[src/rtl/unsigned_accumulate_if.sv]
// Sample-in / block-sum-out bundle for unsigned_accumulate; the slave modport is the accumulator side.
// i_* are driven toward the accumulator and o_* come back from it.
interface unsigned_accumulate_if #(
  parameter int INWID = 32,
  parameter int CNTW  = 8
);
  localparam int OUTWID = INWID + CNTW;

  logic              i_valid;
  logic              o_ready;
  logic [INWID-1:0]  i_data;
  logic [CNTW-1:0]   i_len;
  logic              i_clear;
  logic              o_valid;
  logic              i_ready;
  logic [OUTWID-1:0] o_sum;
  logic              o_busy;

  modport master (
    output i_valid, i_data, i_len, i_clear, i_ready,
    input  o_ready, o_valid, o_sum, o_busy
  );

  modport slave (
    input  i_valid, i_data, i_len, i_clear, i_ready,
    output o_ready, o_valid, o_sum, o_busy
  );
endinterface

[src/rtl/unsigned_accumulate.sv]
// Block accumulator: sums 1..2^CNTW unsigned samples; the sum is valid one cycle after the final sample.
// Only a final sample stalls, and only while an earlier sum is still unconsumed.
module unsigned_accumulate #(
  parameter int INWID = 32,
  parameter int CNTW  = 8
) (
  input logic                  i_clk,
  input logic                  i_rst_n,
  unsigned_accumulate_if.slave bus
);
  localparam int OUTWID = INWID + CNTW;

  logic [OUTWID-1:0] r_acc;
  logic [OUTWID-1:0] r_sum;
  logic [CNTW-1:0]   r_cnt;
  logic [CNTW-1:0]   r_len_q;
  logic              r_valid;

  logic              w_last;
  logic              w_ready;
  logic              w_accept;
  logic              w_final;
  logic [OUTWID-1:0] w_acc_next;

  // The first sample of a block has no latched length yet, so use i_len directly.
  assign w_last     = (r_cnt == '0) ? (bus.i_len == '0) : (r_cnt == r_len_q);
  assign w_ready    = !(r_valid && !bus.i_ready && w_last);
  assign w_accept   = bus.i_valid && w_ready && !bus.i_clear;
  assign w_final    = w_accept && w_last;
  assign w_acc_next = r_acc + OUTWID'(bus.i_data);

  always_ff @(posedge i_clk or negedge i_rst_n) begin
    if (!i_rst_n) begin
      r_acc   <= '0;
      r_cnt   <= '0;
      r_len_q <= '0;
      r_sum   <= '0;
      r_valid <= 1'b0;
    end else begin
      if (bus.i_clear) begin
        r_acc <= '0;
        r_cnt <= '0;
      end else if (w_accept) begin
        if (r_cnt == '0) begin
          r_len_q <= bus.i_len;
        end
        if (w_last) begin
          r_acc <= '0;
          r_cnt <= '0;
        end else begin
          r_acc <= w_acc_next;
          r_cnt <= r_cnt + CNTW'(1);
        end
      end

      // A new final sample in the same cycle as a consume keeps o_valid high.
      if (w_final) begin
        r_sum   <= w_acc_next;
        r_valid <= 1'b1;
      end else if (r_valid && bus.i_ready) begin
        r_valid <= 1'b0;
      end
    end
  end

  assign bus.o_ready = w_ready;
  assign bus.o_valid = r_valid;
  assign bus.o_sum   = r_sum;
  assign bus.o_busy  = (r_cnt != '0);
endmodule

[src/flat_wrapper.sv]
// flat-port wrapper written by rule: the top's interface ports become plain ports
module unsigned_accumulate_flat 
#(
  parameter int INWID = 32,
  parameter int CNTW  = 8
)
  (i_clk, i_rst_n, bus_i_valid, bus_i_data, bus_i_len, bus_i_clear, bus_i_ready, bus_o_ready, bus_o_valid, bus_o_sum, bus_o_busy);
  unsigned_accumulate_if #(.INWID(INWID), .CNTW(CNTW)) bus_i ();
  input logic i_clk;
  input logic i_rst_n;
  input wire logic [$bits(bus_i.i_valid)-1:0] bus_i_valid;
  input wire logic [$bits(bus_i.i_data)-1:0] bus_i_data;
  input wire logic [$bits(bus_i.i_len)-1:0] bus_i_len;
  input wire logic [$bits(bus_i.i_clear)-1:0] bus_i_clear;
  input wire logic [$bits(bus_i.i_ready)-1:0] bus_i_ready;
  output wire logic [$bits(bus_i.o_ready)-1:0] bus_o_ready;
  output wire logic [$bits(bus_i.o_valid)-1:0] bus_o_valid;
  output wire logic [$bits(bus_i.o_sum)-1:0] bus_o_sum;
  output wire logic [$bits(bus_i.o_busy)-1:0] bus_o_busy;
  assign bus_i.i_valid = bus_i_valid;
  assign bus_i.i_data = bus_i_data;
  assign bus_i.i_len = bus_i_len;
  assign bus_i.i_clear = bus_i_clear;
  assign bus_i.i_ready = bus_i_ready;
  assign bus_o_ready = bus_i.o_ready;
  assign bus_o_valid = bus_i.o_valid;
  assign bus_o_sum = bus_i.o_sum;
  assign bus_o_busy = bus_i.o_busy;
  unsigned_accumulate #(.INWID(INWID), .CNTW(CNTW)) u_core (.i_clk(i_clk), .i_rst_n(i_rst_n), .bus(bus_i));
endmodule
[config.mk]
export PLATFORM = sky130hd
export DESIGN_NAME = unsigned_accumulate_flat
export DESIGN_NICKNAME = d
export VERILOG_FILES = /design/src/rtl/unsigned_accumulate_if.sv /design/src/rtl/unsigned_accumulate.sv /design/src/flat_wrapper.sv
export SDC_FILE = /design/constraint.sdc
export NUM_CORES = 1
export LEC_CHECK = 0
export BUFFER_PORTS_ARGS = -buffer_cell sky130_fd_sc_hd__buf_2
export CORE_MARGIN = 2
export CORE_UTILIZATION = 34
export DETAILED_ROUTE_END_ITERATION = 8
export GPL_ROUTABILITY_DRIVEN = 0
export PLACE_DENSITY = 0.51
export RECOVER_POWER = 50
export SYNTH_ARGS = -nofsm -noshare
export SYNTH_HDL_FRONTEND = slang
export SYNTH_SLANG_ARGS = --single-unit
export TNS_END_PERCENT = 5
[constraint.sdc]
create_clock -name i_clk -period 5.1 [get_ports i_clk]
set_input_delay 0.51 -clock i_clk [delete_from_list [all_inputs] [get_ports i_clk]]
set_output_delay 0.51 -clock i_clk [all_outputs]
set_load 0.005 [all_outputs]
==> impl_table.tex, run 1 <==
\begin{tabular}{lr}
\hline
Metric & Value \\
\hline
\multicolumn{2}{l}{\textbf{STA}} \\
Setup repair after global routing missed its margin & false \\
Worst max-slew margin expressed relative to the limit & -76.1\% \\
Period utilisation layout & 65.2\% \\
Minimum hold slack & 402 ps \\
Time the final worst path needs with I/O delays and setup & 3320 ps \\
Post-route clock skew & 8.02 ps \\
Maximum achievable frequency & 301 MHz \\
Hold violation total from the final report & 0 \\
Slew at the pin closest to its max-slew limit & 2640 ps \\
Max-slew violation count & 49 \\
Number of failing setup endpoints in the final timing report & 0 \\
Total negative slack for setup checks & 0 ps \\
\multicolumn{2}{l}{\textbf{Yosys}} \\
Biggest area consumer among synthesized cells & sky130\_fd\_sc\_hd\_\_dfrtp\_1 \\
Gate Count Post-Synth & 603 \\
\#FFs+latches synth & 97 \\
Mean instance size in the synthesized netlist & 9.85 um\^{}2 \\
Total of warnings raised by yosys & 0 \\
Post-synth EDFFs & 0 \\
Number of distinct library cells after synthesis & 63 \\
Ys flop type & sky130\_fd\_sc\_hd\_\_dfrtp\_1 \\
Syn Std Cell Area & 0.00594 mm\^{}2 \\
Top cells by area, synth & sky130\_fd\_sc\_hd\_\_dfrtp\_1 (41\%), sky130\_fd\_sc\_hd\_\_ha\_1 (7.2\%), sky130\_fd\_sc\_hd\_\_mux2\_2 (6.6\%) \\
Asr flop ratio synth & 100\% \\
Syn\_nets & 683 \\
Share of the synthesized area in the top cell type & 40.9\% \\
Seq/Total Area, Yosys & 40.9\% \\
\multicolumn{2}{l}{\textbf{Clock network}} \\
Maximum count of clock buffers along a single path & 2 \\
Number of hold-repair buffers added at the cts stage & 0 \\
Number of levels in the clock H-tree & 3 \\
\# Post-CTS Setup Buffers & 0 \\
Total CTS buffers & 9 \\
Number of clock sinks & 97 \\
Root buffer cell & sky130\_fd\_sc\_hd\_\_clkbuf\_16 \\
Worst-Skew Late Latency & 350 ps \\
CTS tree & done \\
Clock-pin slew reported for the worst setup and hold paths after clock tree synthesis & 70 ps \\
\# resized after CTS & 0 \\
\multicolumn{2}{l}{\textbf{Setup path}} \\
WP depth & 2 \\
Cell class contributing the biggest share of worst-path delay & buffers and inverters \\
Slowest Stage Delay on Critical Path & 1830 ps \\
FF-to-FF Start & u\_core.r\_cnt[0]\$\_DFFE\_PN0P\_ \\
Worst endpoint data arrival time & 3590 ps \\
Number of cells traversed by the worst register-to-register path & 9 \\
Slowest-stage cell, CP & sky130\_fd\_sc\_hd\_\_clkbuf\_1 \\
Type of the worst setup path & in -> async \\
Setup crit start kind & input pin \\
Worst Path Max Fanout & 50 \\
Required arrival time at the worst endpoint & 5360 ps \\
Crit. End Element & async pin \\
Crit path cell chain & clkbuf\_1 -> clkbuf\_2 \\
Buffers and inverters on the worst path & 2 \\
Launch point of the worst path & i\_rst\_n \\
\multicolumn{2}{l}{\textbf{Status}} \\
Violations in the final reports & max-capacitance violations, max-slew violations \\
Run status & finished, violations left \\
\multicolumn{2}{l}{\textbf{Cells and area}} \\
Leading cell type in the layout, fill and taps excluded & sky130\_fd\_sc\_hd\_\_dfrtp\_1 \\
Area growth from synthesis to final layout & 15.4\% \\
Number of antenna cells inserted & 0 \\
Commonest cells after routing, fill and taps aside & sky130\_fd\_sc\_hd\_\_dfrtp\_1 (97), sky130\_fd\_sc\_hd\_\_buf\_2 (67), sky130\_fd\_sc\_hd\_\_nand2\_1 (62), sky130\_fd\_sc\_hd\_\_a21oi\_1 (40), sky130\_fd\_sc\_hd\_\_mux2\_2 (35) \\
Multi-input gate area in the final layout & 0.00332 mm\^{}2 \\
Sequential cell area in the final layout & 0.00243 mm\^{}2 \\
Number of non-filler instances in the completed layout & 908 \\
Fill cell total of the finished layout & 1761 \\
Post-layout util & 39.9\% \\
Ratio of cells with drive above 1 in the final layout & 20.6\% \\
Net count, final & 758 \\
\multicolumn{2}{l}{\textbf{GRT}} \\
Via count of the first global-routing pass & 4852 \\
Number of antenna violations at the first check in global routing & 0 \\
Global-route wire length before repair & 24400 um \\
Overall overflow remaining after global route & 0 \\
Global-route usage over all layers & 16.6\% \\
Maximum number of pins on one net before global-route repair & 51 \\
\multicolumn{2}{l}{\textbf{Power and ir drop}} \\
Worst voltage drop across the vdd grid & 0.172 mV \\
Relative contribution of sequential cells to total power & 38.4\% \\
Share of power burned in combinational logic & 31.8\% \\
Clock share of power & 29.7\% \\
Static leakage power & 3.19 nW \\
Int Pwr & 0.00165 W \\
Net switching share of the total power & 33.2\% \\
Net Sw Power & 0.000819 W \\
Power density normalized to cell area & 360 mW/mm\^{}2 \\
\multicolumn{2}{l}{\textbf{Routing}} \\
Number of nets with antenna violations after routing & 0 \\
Average routed wire per standard cell & 15.9 um \\
Wire length reported by the detailed router & 14500 um \\
1st-pass router iterations & 4 \\
Violation count after the first detailed-routing iteration & 236 \\
Number of vias per cell & 5.30 \\
DRC violation count after routing & 0 \\
Number of vias after detailed routing & 4810 \\
\multicolumn{2}{l}{\textbf{Floorplan}} \\
Row Count & 48 \\
Number of top-level design ports & 88 \\
Area enclosed by the die boundary & 0.0185 mm\^{}2 \\
Starting Density & 34.6\% \\
Floorplan core area & 0.0172 mm\^{}2 \\
Width of the die & 136 um \\
Vertical extent of the die & 136 um \\
\multicolumn{2}{l}{\textbf{Hold path}} \\
Min-Delay Path Depth & 2 \\
Worst hold path class & in -> reg \\
Min-delay src & bus\_i\_len[5] \\
\multicolumn{2}{l}{\textbf{Placement}} \\
Number of I/O port buffers & 87 \\
Dpl cells & 892 \\
Final HPWL from detailed placement & 10600 um \\
\multicolumn{2}{l}{\textbf{Job}} \\
Number of maximum-capacitance violations & 1 \\
\hline
\end{tabular}
[power by group through the flow]
| stage | logic, W | registers (W) | clock network [W] |
|---|---|---|---|
| 3_5_place_dp | 0.000791 | 0.000964 | 0 |
| 6_report | 0.000786 | 0.000949 | 0.000734 |
| 4_1_cts | 0.000797 | 0.000950 | 0.000754 |
| 3_3_place_gp | 0.000788 | 0.000961 | 0 |
| 5_1_grt | 0.000886 | 0.000966 | 0.000784 |
| 2_1_floorplan | 0.000575 | 0.000954 | 0 |
[registers in the layout (all words and copies together) (netlist names)]
signal and flops:
u_core.bus.o_sum 40, u_core.bus.o_valid 1, u_core.r_acc 40, u_core.r_cnt 8
u_core.r_len_q 8
[Yosys cell counts, drive strengths merged, types with 2 or more instances]
library cell / n
or4: 4
nand3: 20
o31a: 3
or3: 3
nand4: 10
ha: 34
xnor2: 26
nor4: 4
nand2: 62
a21oi: 42
a31oi: 3
mux2i: 3
a22oi: 2
a211oi: 5
nand2b: 10
o21bai: 5
a21o: 7
nor3: 10
a21boi: 5
clkbuf: 11
and3: 14
o21a: 11
buf: 17
a31o: 2
nor2b: 4
and2: 4
xor2: 15
a22o: 30
nor2: 25
o21ai: 37
mux2: 35
o211ai: 13
dfrtp: 97
a2bb2oi: 2
inv: 13
[worst paths after layout]
check                                                         to  slack [ps]
worst max-delay path                 u_core.r_acc[8]$_DFFE_PN0P_        1780
worst min-delay path               u_core.r_len_q[5]$_DFFE_PN0P_         400
worst max register to register      u_core.r_acc[32]$_DFFE_PN0P_        2060
worst min register to register   u_core.bus.o_sum[2]$_DFFE_PN0P_         480
max in group i_clk                  u_core.r_acc[32]$_DFFE_PN0P_        2060
min in group asynchronous       u_core.bus.o_sum[29]$_DFFE_PN0P_         980
[cells by family (layout without fill, tap and decap cells)]
kind of cell             count (synthesis)  after routing  synth area share [%]
XOR/XNOR                                41             41                  6.05
adder cells (fa/ha/maj)                 35             35                  7.50
AO/OA/AOI/OAI                          176            176                  20.5
AND/OR/NAND/NOR                        175            175                  14.5
multiplexers                            38             38                  7.14
flip-flops                              97             97                  40.9
buffers and inverters                   41            121                  3.39
[layout make-up]
class / count / share of cell area (%)
clock buffer: 12 / 3.89
sequential: 97 / 35.4
tap: 225 / 4.11
clock inverter: 4 / 0.858
inverter: 13 / 0.712
timing repair buffer: 92 / 6.50
multi-input combinational: 465 / 48.5
[per-stage QoR]
stage                     cell area [um^2]  worst slack, ps  power, W
after global routing                  6850              994   0.00264
final                                 6850             1780   0.00247
after detailed placement              6560             1860   0.00176
after floorplan                       5940             2310   0.00153
after CTS                             6880             2020   0.00250
after global placement                6560             1900   0.00175
[per-layer routing]
metal,routed length [um],vias up,track usage [%]
met5,0,-,0
met4,252,0,6.37
met3,664,19,3.02
met2,6550,115,25.8
met1,7000,2318,22.9
li1,-,2358,-
(Power assumes the default switching activity.)
==> inputs of run 2 (changes only) <==
--- a/config.mk
+++ b/config.mk
@@ -10,7 +10,7 @@
 export CORE_UTILIZATION = 34
 export DETAILED_ROUTE_END_ITERATION = 8
 export GPL_ROUTABILITY_DRIVEN = 0
-export PLACE_DENSITY = 0.51
+export PLACE_DENSITY = 0.53
 export RECOVER_POWER = 50
 export SYNTH_ARGS = -nofsm -noshare
 export SYNTH_HDL_FRONTEND = slang
==> constraint.sdc (replaced) <==
create_clock -name i_clk -period 2.7 [get_ports i_clk]
set_input_delay 0.27 -clock i_clk [delete_from_list [all_inputs] [get_ports i_clk]]
set_output_delay 0.27 -clock i_clk [all_outputs]
set_load 0.005 [all_outputs]
==> run 2 against run 1 <==
- the run now ends clean
- combinational power up 140%
- sequential share of layout area shrank 3.6 points
- critical endpoint is now u_core.bus.o_sum[27]$_DFFE_PN0P_
- first-iteration DRC count rose by 3.8%
- critical path type is now reg -> reg
- largest power group is now combinational cells
- via count rose by 5.5%
- clock-buffer cell count is 3 lower
- clock skew shrank 1.4 ps
- power rose by 110%
- die area unchanged
==> impl_table.tex, run 2 (synthesized netlist as in run 1, its figures left out) <==
\begin{tabular}{lr}
\hline
Metric & Value \\
\hline
\multicolumn{2}{l}{\textbf{Routing}} \\
1st-pass router iterations & 4 \\
Number of vias per cell & 5.20 \\
Violation count after the first detailed-routing iteration & 245 \\
Number of vias after detailed routing & 5073 \\
Wire length reported by the detailed router & 15500 um \\
Average routed wire per standard cell & 15.9 um \\
DRC violation count after routing & 0 \\
Number of nets with antenna violations after routing & 0 \\
\multicolumn{2}{l}{\textbf{STA}} \\
Number of failing setup endpoints in the final timing report & 0 \\
Slew at the pin closest to its max-slew limit & 1070 ps \\
Max-slew violation count & 0 \\
Hold violation total from the final report & 0 \\
Maximum achievable frequency & 372 MHz \\
Post-route clock skew & 6.65 ps \\
Time the final worst path needs with I/O delays and setup & 2690 ps \\
Minimum hold slack & 161 ps \\
Worst max-slew margin expressed relative to the limit & 28.6\% \\
Setup repair after global routing missed its margin & true \\
Period utilisation layout & 99.6\% \\
\multicolumn{2}{l}{\textbf{Cells and area}} \\
Area growth from synthesis to final layout & 28.4\% \\
Ratio of cells with drive above 1 in the final layout & 32.3\% \\
Commonest cells after routing, fill and taps aside & sky130\_fd\_sc\_hd\_\_dfrtp\_1 (97), sky130\_fd\_sc\_hd\_\_buf\_2 (70), sky130\_fd\_sc\_hd\_\_buf\_4 (66), sky130\_fd\_sc\_hd\_\_nand2\_1 (60), sky130\_fd\_sc\_hd\_\_mux2\_2 (35) \\
Fill cell total of the finished layout & 1709 \\
Leading cell type in the layout, fill and taps excluded & sky130\_fd\_sc\_hd\_\_dfrtp\_1 \\
Post-layout util & 44.4\% \\
Number of antenna cells inserted & 0 \\
Net count, final & 825 \\
\multicolumn{2}{l}{\textbf{Placement}} \\
Final HPWL from detailed placement & 11100 um \\
Number of I/O port buffers & 87 \\
\multicolumn{2}{l}{\textbf{Clock network}} \\
Root buffer cell & sky130\_fd\_sc\_hd\_\_clkbuf\_16 \\
Number of clock sinks & 97 \\
Number of levels in the clock H-tree & 3 \\
Clock-pin slew reported for the worst setup and hold paths after clock tree synthesis & 70 ps \\
Total CTS buffers & 9 \\
Maximum count of clock buffers along a single path & 2 \\
CTS tree & done \\
Worst-Skew Late Latency & 360 ps \\
\multicolumn{2}{l}{\textbf{Power and ir drop}} \\
Worst voltage drop across the vdd grid & 0.318 mV \\
Post-layout total power & 0.00510 W \\
Power density normalized to cell area & 669 mW/mm\^{}2 \\
Static leakage power & 3.56 nW \\
\multicolumn{2}{l}{\textbf{Setup path}} \\
Cell class contributing the biggest share of worst-path delay & compound AO/OA/AOI/OAI gates \\
Slowest Stage Delay on Critical Path & 390 ps \\
Minimum setup slack among reg-to-reg paths & 10 ps \\
Number of cells traversed by the worst register-to-register path & 10 \\
Type of the worst setup path & reg -> reg \\
FF-to-FF Start & u\_core.r\_acc[10]\$\_DFFE\_PN0P\_ \\
Required arrival time at the worst endpoint & 2940 ps \\
Buffers and inverters on the worst path & 1 \\
End of the worst register-to-register path & u\_core.bus.o\_sum[27]\$\_DFFE\_PN0P\_ \\
Crit path cell chain & ha\_1 -> a21oi\_1 -> o21ai\_1 -> a22oi\_2 -> a311oi\_2 -> buf\_4 -> o211ai\_1 -> nand2\_2 -> xor2\_2 -> mux2\_2 \\
Slowest-stage cell, CP & sky130\_fd\_sc\_hd\_\_dfrtp\_1 \\
Setup crit start kind & register \\
Worst endpoint data arrival time & 2930 ps \\
Worst Path Max Fanout & 5 \\
Crit. End Element & register \\
\multicolumn{2}{l}{\textbf{Hold path}} \\
Min-delay src & bus\_i\_len[7] \\
Min-Delay Path Depth & 2 \\
Hold worst-path end & u\_core.r\_len\_q[7]\$\_DFFE\_PN0P\_ \\
Worst hold path class & in -> reg \\
\multicolumn{2}{l}{\textbf{GRT}} \\
Maximum number of pins on one net before global-route repair & 58 \\
Global-route usage over all layers & 17.8\% \\
Number of antenna violations at the first check in global routing & 0 \\
Overall overflow remaining after global route & 0 \\
Via count of the first global-routing pass & 5236 \\
Global-route wire length before repair & 26200 um \\
\multicolumn{2}{l}{\textbf{Floorplan}} \\
Number of top-level design ports & 88 \\
Floorplan core area & 0.0172 mm\^{}2 \\
Area enclosed by the die boundary & 0.0185 mm\^{}2 \\
Starting Density & 34.6\% \\
Width of the die & 136 um \\
Vertical extent of the die & 136 um \\
Row Count & 48 \\
\multicolumn{2}{l}{\textbf{Status}} \\
Run status & finished clean \\
\multicolumn{2}{l}{\textbf{Job}} \\
Number of maximum-capacitance violations & 0 \\
\hline
\end{tabular}
==> run 2: what timing repair did <==
action,4_1_cts,5_1_grt
cloned,1,0
setup endpoints to repair,26,29
hold buffers,1,0
gates resized for setup,21,22
setup buffers,4,2
pin swaps,13,13
hold endpoints to repair,40,0
==> run 2: worst max path at each step <==
stage	cells after the start	startpoint	to
after floorplan	11	u_core.r_acc[0]$_DFFE_PN0P_	u_core.r_acc[38]$_DFFE_PN0P_
after global placement	12	bus_i_data[0]	u_core.bus.o_sum[34]$_DFFE_PN0P_
after detailed placement	12	bus_i_data[0]	u_core.bus.o_sum[38]$_DFFE_PN0P_
after CTS	11	u_core.r_acc[0]$_DFFE_PN0P_	u_core.r_acc[38]$_DFFE_PN0P_
after global routing	10	u_core.r_acc[10]$_DFFE_PN0P_	u_core.bus.o_sum[27]$_DFFE_PN0P_
final	10	u_core.r_acc[10]$_DFFE_PN0P_	u_core.bus.o_sum[27]$_DFFE_PN0P_
==> run 2: metal layers <==
metal / track usage (%) / routed length, um
met1: 24.1 / 7510
met2: 28.9 / 7340
met3: 3.84 / 580
met4: 4.51 / 113
met5: 0 / 0
==> run 2: metrics by stage <==
step           instances  worst slack (ps)  setup TNS [ps]  instance area [um^2]
5_1_grt              975              -115            -816                  7620
3_5_place_dp         951              -232           -2020                  7050
6_report             975              11.2               0                  7620
3_3_place_gp         951              -169           -1230                  7050
4_1_cts              973             -16.3           -27.5                  7510
2_1_floorplan        603              89.3               0                  5940
==> run 2: layout make-up <==
cell class / instances / area (um^2) / area share [%]
inverters: 13 / 48.8 / 0.640
multi-input cells: 466 / 3550 / 46.6
clock buffers: 9 / 225 / 2.95
clock inverters: 7 / 100 / 1.31
well taps: 225 / 282 / 3.69
repair buffers: 158 / 988 / 13.0
flip-flops and latches: 97 / 2430 / 31.8
==> run 2: where the power goes <==
part | total [W] | internal, W | switching (W)
clock | 0.00143 | 0.000823 | 0.000611
combinational | 0.00187 | 0.000909 | 0.000956
sequential | 0.00180 | 0.00167 | 0.000135
total | 0.00510 | 0.00340 | 0.00170
==> inputs of run 3 (changes only) <==
--- a/config.mk
+++ b/config.mk
@@ -6,6 +6,7 @@
 export NUM_CORES = 1
 export LEC_CHECK = 0
 export BUFFER_PORTS_ARGS = -buffer_cell sky130_fd_sc_hd__buf_2
+export CORE_ASPECT_RATIO = 1.4
 export CORE_MARGIN = 2
 export CORE_UTILIZATION = 34
 export DETAILED_ROUTE_END_ITERATION = 8
==> run 3 against run 2 <==
- the flow now finishes with violations (max-capacitance violations, max-slew violations)
- sequential power about the same
- register-to-register slack about the same
- combinational power down 2%
- non-clock buffer count down 5
- critical path depth unchanged
- worst setup slack worse by 0.80 ps
- clock power down 6%
- largest power group unchanged
==> impl_table.tex, run 3 (synthesized netlist as in run 1, its figures left out) <==
\begin{tabular}{lr}
\hline
Metric & Value \\
\hline
\multicolumn{2}{l}{\textbf{Power and ir drop}} \\
Power density normalized to cell area & 661 mW/mm\^{}2 \\
Worst voltage drop across the vdd grid & 0.294 mV \\
Static leakage power & 3.54 nW \\
\multicolumn{2}{l}{\textbf{STA}} \\
Maximum achievable frequency & 372 MHz \\
Slew at the pin closest to its max-slew limit & 1530 ps \\
Post-route clock skew & 8.72 ps \\
Setup repair after global routing missed its margin & true \\
Number of failing setup endpoints in the final timing report & 0 \\
Time the final worst path needs with I/O delays and setup & 2690 ps \\
Hold violation total from the final report & 0 \\
Period utilisation layout & 99.6\% \\
Least setup slack across all paths after layout & 10.4 ps \\
Worst max-slew margin expressed relative to the limit & -2.07\% \\
Max-slew violation count & 61 \\
Minimum hold slack & 160 ps \\
\multicolumn{2}{l}{\textbf{Cells and area}} \\
Commonest cells after routing, fill and taps aside & sky130\_fd\_sc\_hd\_\_dfrtp\_1 (97), sky130\_fd\_sc\_hd\_\_buf\_2 (80), sky130\_fd\_sc\_hd\_\_nand2\_1 (61), sky130\_fd\_sc\_hd\_\_buf\_4 (59), sky130\_fd\_sc\_hd\_\_mux2\_2 (35) \\
Ratio of cells with drive above 1 in the final layout & 33.2\% \\
Post-route cell area & 0.00752 mm\^{}2 \\
Number of non-filler instances in the completed layout & 980 \\
Area growth from synthesis to final layout & 26.6\% \\
Fill cell total of the finished layout & 1705 \\
Leading cell type in the layout, fill and taps excluded & sky130\_fd\_sc\_hd\_\_dfrtp\_1 \\
Post-layout util & 43.5\% \\
Net count, final & 819 \\
Number of antenna cells inserted & 0 \\
\multicolumn{2}{l}{\textbf{Job}} \\
Number of maximum-capacitance violations & 1 \\
\multicolumn{2}{l}{\textbf{GRT}} \\
Global-route wire length before repair & 25700 um \\
Maximum number of pins on one net before global-route repair & 61 \\
Global-route usage over all layers & 17.3\% \\
Via count of the first global-routing pass & 5315 \\
Number of antenna violations at the first check in global routing & 0 \\
Overall overflow remaining after global route & 0 \\
\multicolumn{2}{l}{\textbf{Clock network}} \\
Clock-pin slew reported for the worst setup and hold paths after clock tree synthesis & 70 ps \\
Maximum count of clock buffers along a single path & 2 \\
Number of clock sinks & 97 \\
Number of levels in the clock H-tree & 3 \\
Root buffer cell & sky130\_fd\_sc\_hd\_\_clkbuf\_16 \\
CTS tree & done \\
Worst-Skew Late Latency & 360 ps \\
Number of hold-repair buffers added at the cts stage & 0 \\
Total CTS buffers & 9 \\
\multicolumn{2}{l}{\textbf{Setup path}} \\
Crit. End Element & register \\
Type of the worst setup path & reg -> reg \\
Worst endpoint data arrival time & 2980 ps \\
Worst Path Max Fanout & 12 \\
Required arrival time at the worst endpoint & 2990 ps \\
Setup crit start kind & register \\
\multicolumn{2}{l}{\textbf{Floorplan}} \\
Starting Density & 34.4\% \\
Area enclosed by the die boundary & 0.0186 mm\^{}2 \\
Width of the die & 116 um \\
Floorplan core area & 0.0173 mm\^{}2 \\
Number of top-level design ports & 88 \\
Vertical extent of the die & 160 um \\
Row Count & 57 \\
\multicolumn{2}{l}{\textbf{Placement}} \\
Dpl cell area & 0.00703 mm\^{}2 \\
Dpl cells & 959 \\
Number of I/O port buffers & 87 \\
Worst setup timing slack at the placement stage & -165 ps \\
Final HPWL from detailed placement & 11700 um \\
\multicolumn{2}{l}{\textbf{Status}} \\
Violations in the final reports & max-capacitance violations, max-slew violations \\
Run status & finished, violations left \\
\multicolumn{2}{l}{\textbf{Routing}} \\
DRC violation count after routing & 0 \\
Number of vias after detailed routing & 5072 \\
Wire length reported by the detailed router & 15800 um \\
1st-pass router iterations & 5 \\
Number of nets with antenna violations after routing & 0 \\
Average routed wire per standard cell & 16.1 um \\
Number of vias per cell & 5.18 \\
Violation count after the first detailed-routing iteration & 188 \\
\multicolumn{2}{l}{\textbf{Hold path}} \\
Worst hold path class & in -> reg \\
\hline
\end{tabular}
-- run 3: changes by cell type in the layout (fill, tap and decap cells not counted), moves of 2 or more --
cell                       change
sky130_fd_sc_hd__buf_2        +10
sky130_fd_sc_hd__buf_4         -7
sky130_fd_sc_hd__ha_2          +7
sky130_fd_sc_hd__ha_4          -5
sky130_fd_sc_hd__buf_1         -3
sky130_fd_sc_hd__clkbuf_1      -3
sky130_fd_sc_hd__ha_1          -2
-- run 3: timing repair --
| action | 4_1_cts | 5_1_grt |
|---|---|---|
| gates resized for setup | 6 | 36 |
| endpoints found under the hold margin | 0 | 0 |
| pin swaps | 3 | 8 |
| buffers inserted | 2 | 4 |
| setup endpoints to repair | 9 | 30 |
-- run 3: through the flow --
step,TNS [ps],total power [W]
6_report,0,0.00497
5_1_grt,-401,0.00529
4_1_cts,-89.3,0.00496
3_5_place_dp,-331,0.00357
3_3_place_gp,-222,0.00353
2_1_floorplan,0,0.00289
-- run 3: path summary, 6_finish.rpt --
path / endpoint / startpoint / slack [ps] / depth (start not counted)
min in group asynchronous: u_core.bus.o_sum[9]$_DFFE_PN0P_ / i_rst_n / 290 / 1
hold / removal: u_core.r_len_q[4]$_DFFE_PN0P_ / bus_i_len[4] / 160 / 2
setup / recovery: u_core.r_acc[38]$_DFFE_PN0P_ / u_core.r_acc[15]$_DFFE_PN0P_ / 10 / 10
hold reg to reg: u_core.bus.o_sum[16]$_DFFE_PN0P_ / u_core.bus.o_sum[16]$_DFFE_PN0P_ / 480 / 2
setup reg to reg: u_core.r_acc[38]$_DFFE_PN0P_ / u_core.r_acc[15]$_DFFE_PN0P_ / 10 / 10
max in group asynchronous: u_core.bus.o_sum[28]$_DFFE_PN0P_ / i_rst_n / 870 / 2
-- run 3: layout make-up --
type | instances | area, um^2 | share of cell area (%)
multi-input cells | 465 | 3480 | 46.3
flip-flops and latches | 97 | 2430 | 32.3
repair buffers | 153 | 962 | 12.8
well taps | 236 | 295 | 3.93
clock buffers | 11 | 243 | 3.23
clock inverters | 5 | 61.3 | 0.816
inverters | 13 | 48.8 | 0.649
-- run 3: critical path, cell delays in order (launching register included) --
cell and delay (ps):
sky130_fd_sc_hd__dfrtp_1 390, sky130_fd_sc_hd__ha_2 390, sky130_fd_sc_hd__a21oi_1 100, sky130_fd_sc_hd__o21a_1 230, sky130_fd_sc_hd__o221ai_2 220, sky130_fd_sc_hd__and3_1 190
sky130_fd_sc_hd__a21o_2 120, sky130_fd_sc_hd__o41ai_4 70, sky130_fd_sc_hd__buf_12 150, sky130_fd_sc_hd__or4_2 640, sky130_fd_sc_hd__nand3_1 100
-- run 3: routing by layer --
metal  vias to the layer above  track usage, %  part of all wire, %
met4                         0            6.66                  2.1
met3                        20            2.30                  3.0
met2                        95            30.8                   53
met1                      2474            21.0                   42
li1                       2483               -                    -
met5                         -               0                    0
-- run 3: report_power, final --
group          total (W)  switching, W  internal, W
Combinational    0.00183      0.000945     0.000881
Clock            0.00134      0.000589     0.000751
Sequential       0.00180      0.000134      0.00167
Total            0.00497       0.00167      0.00330
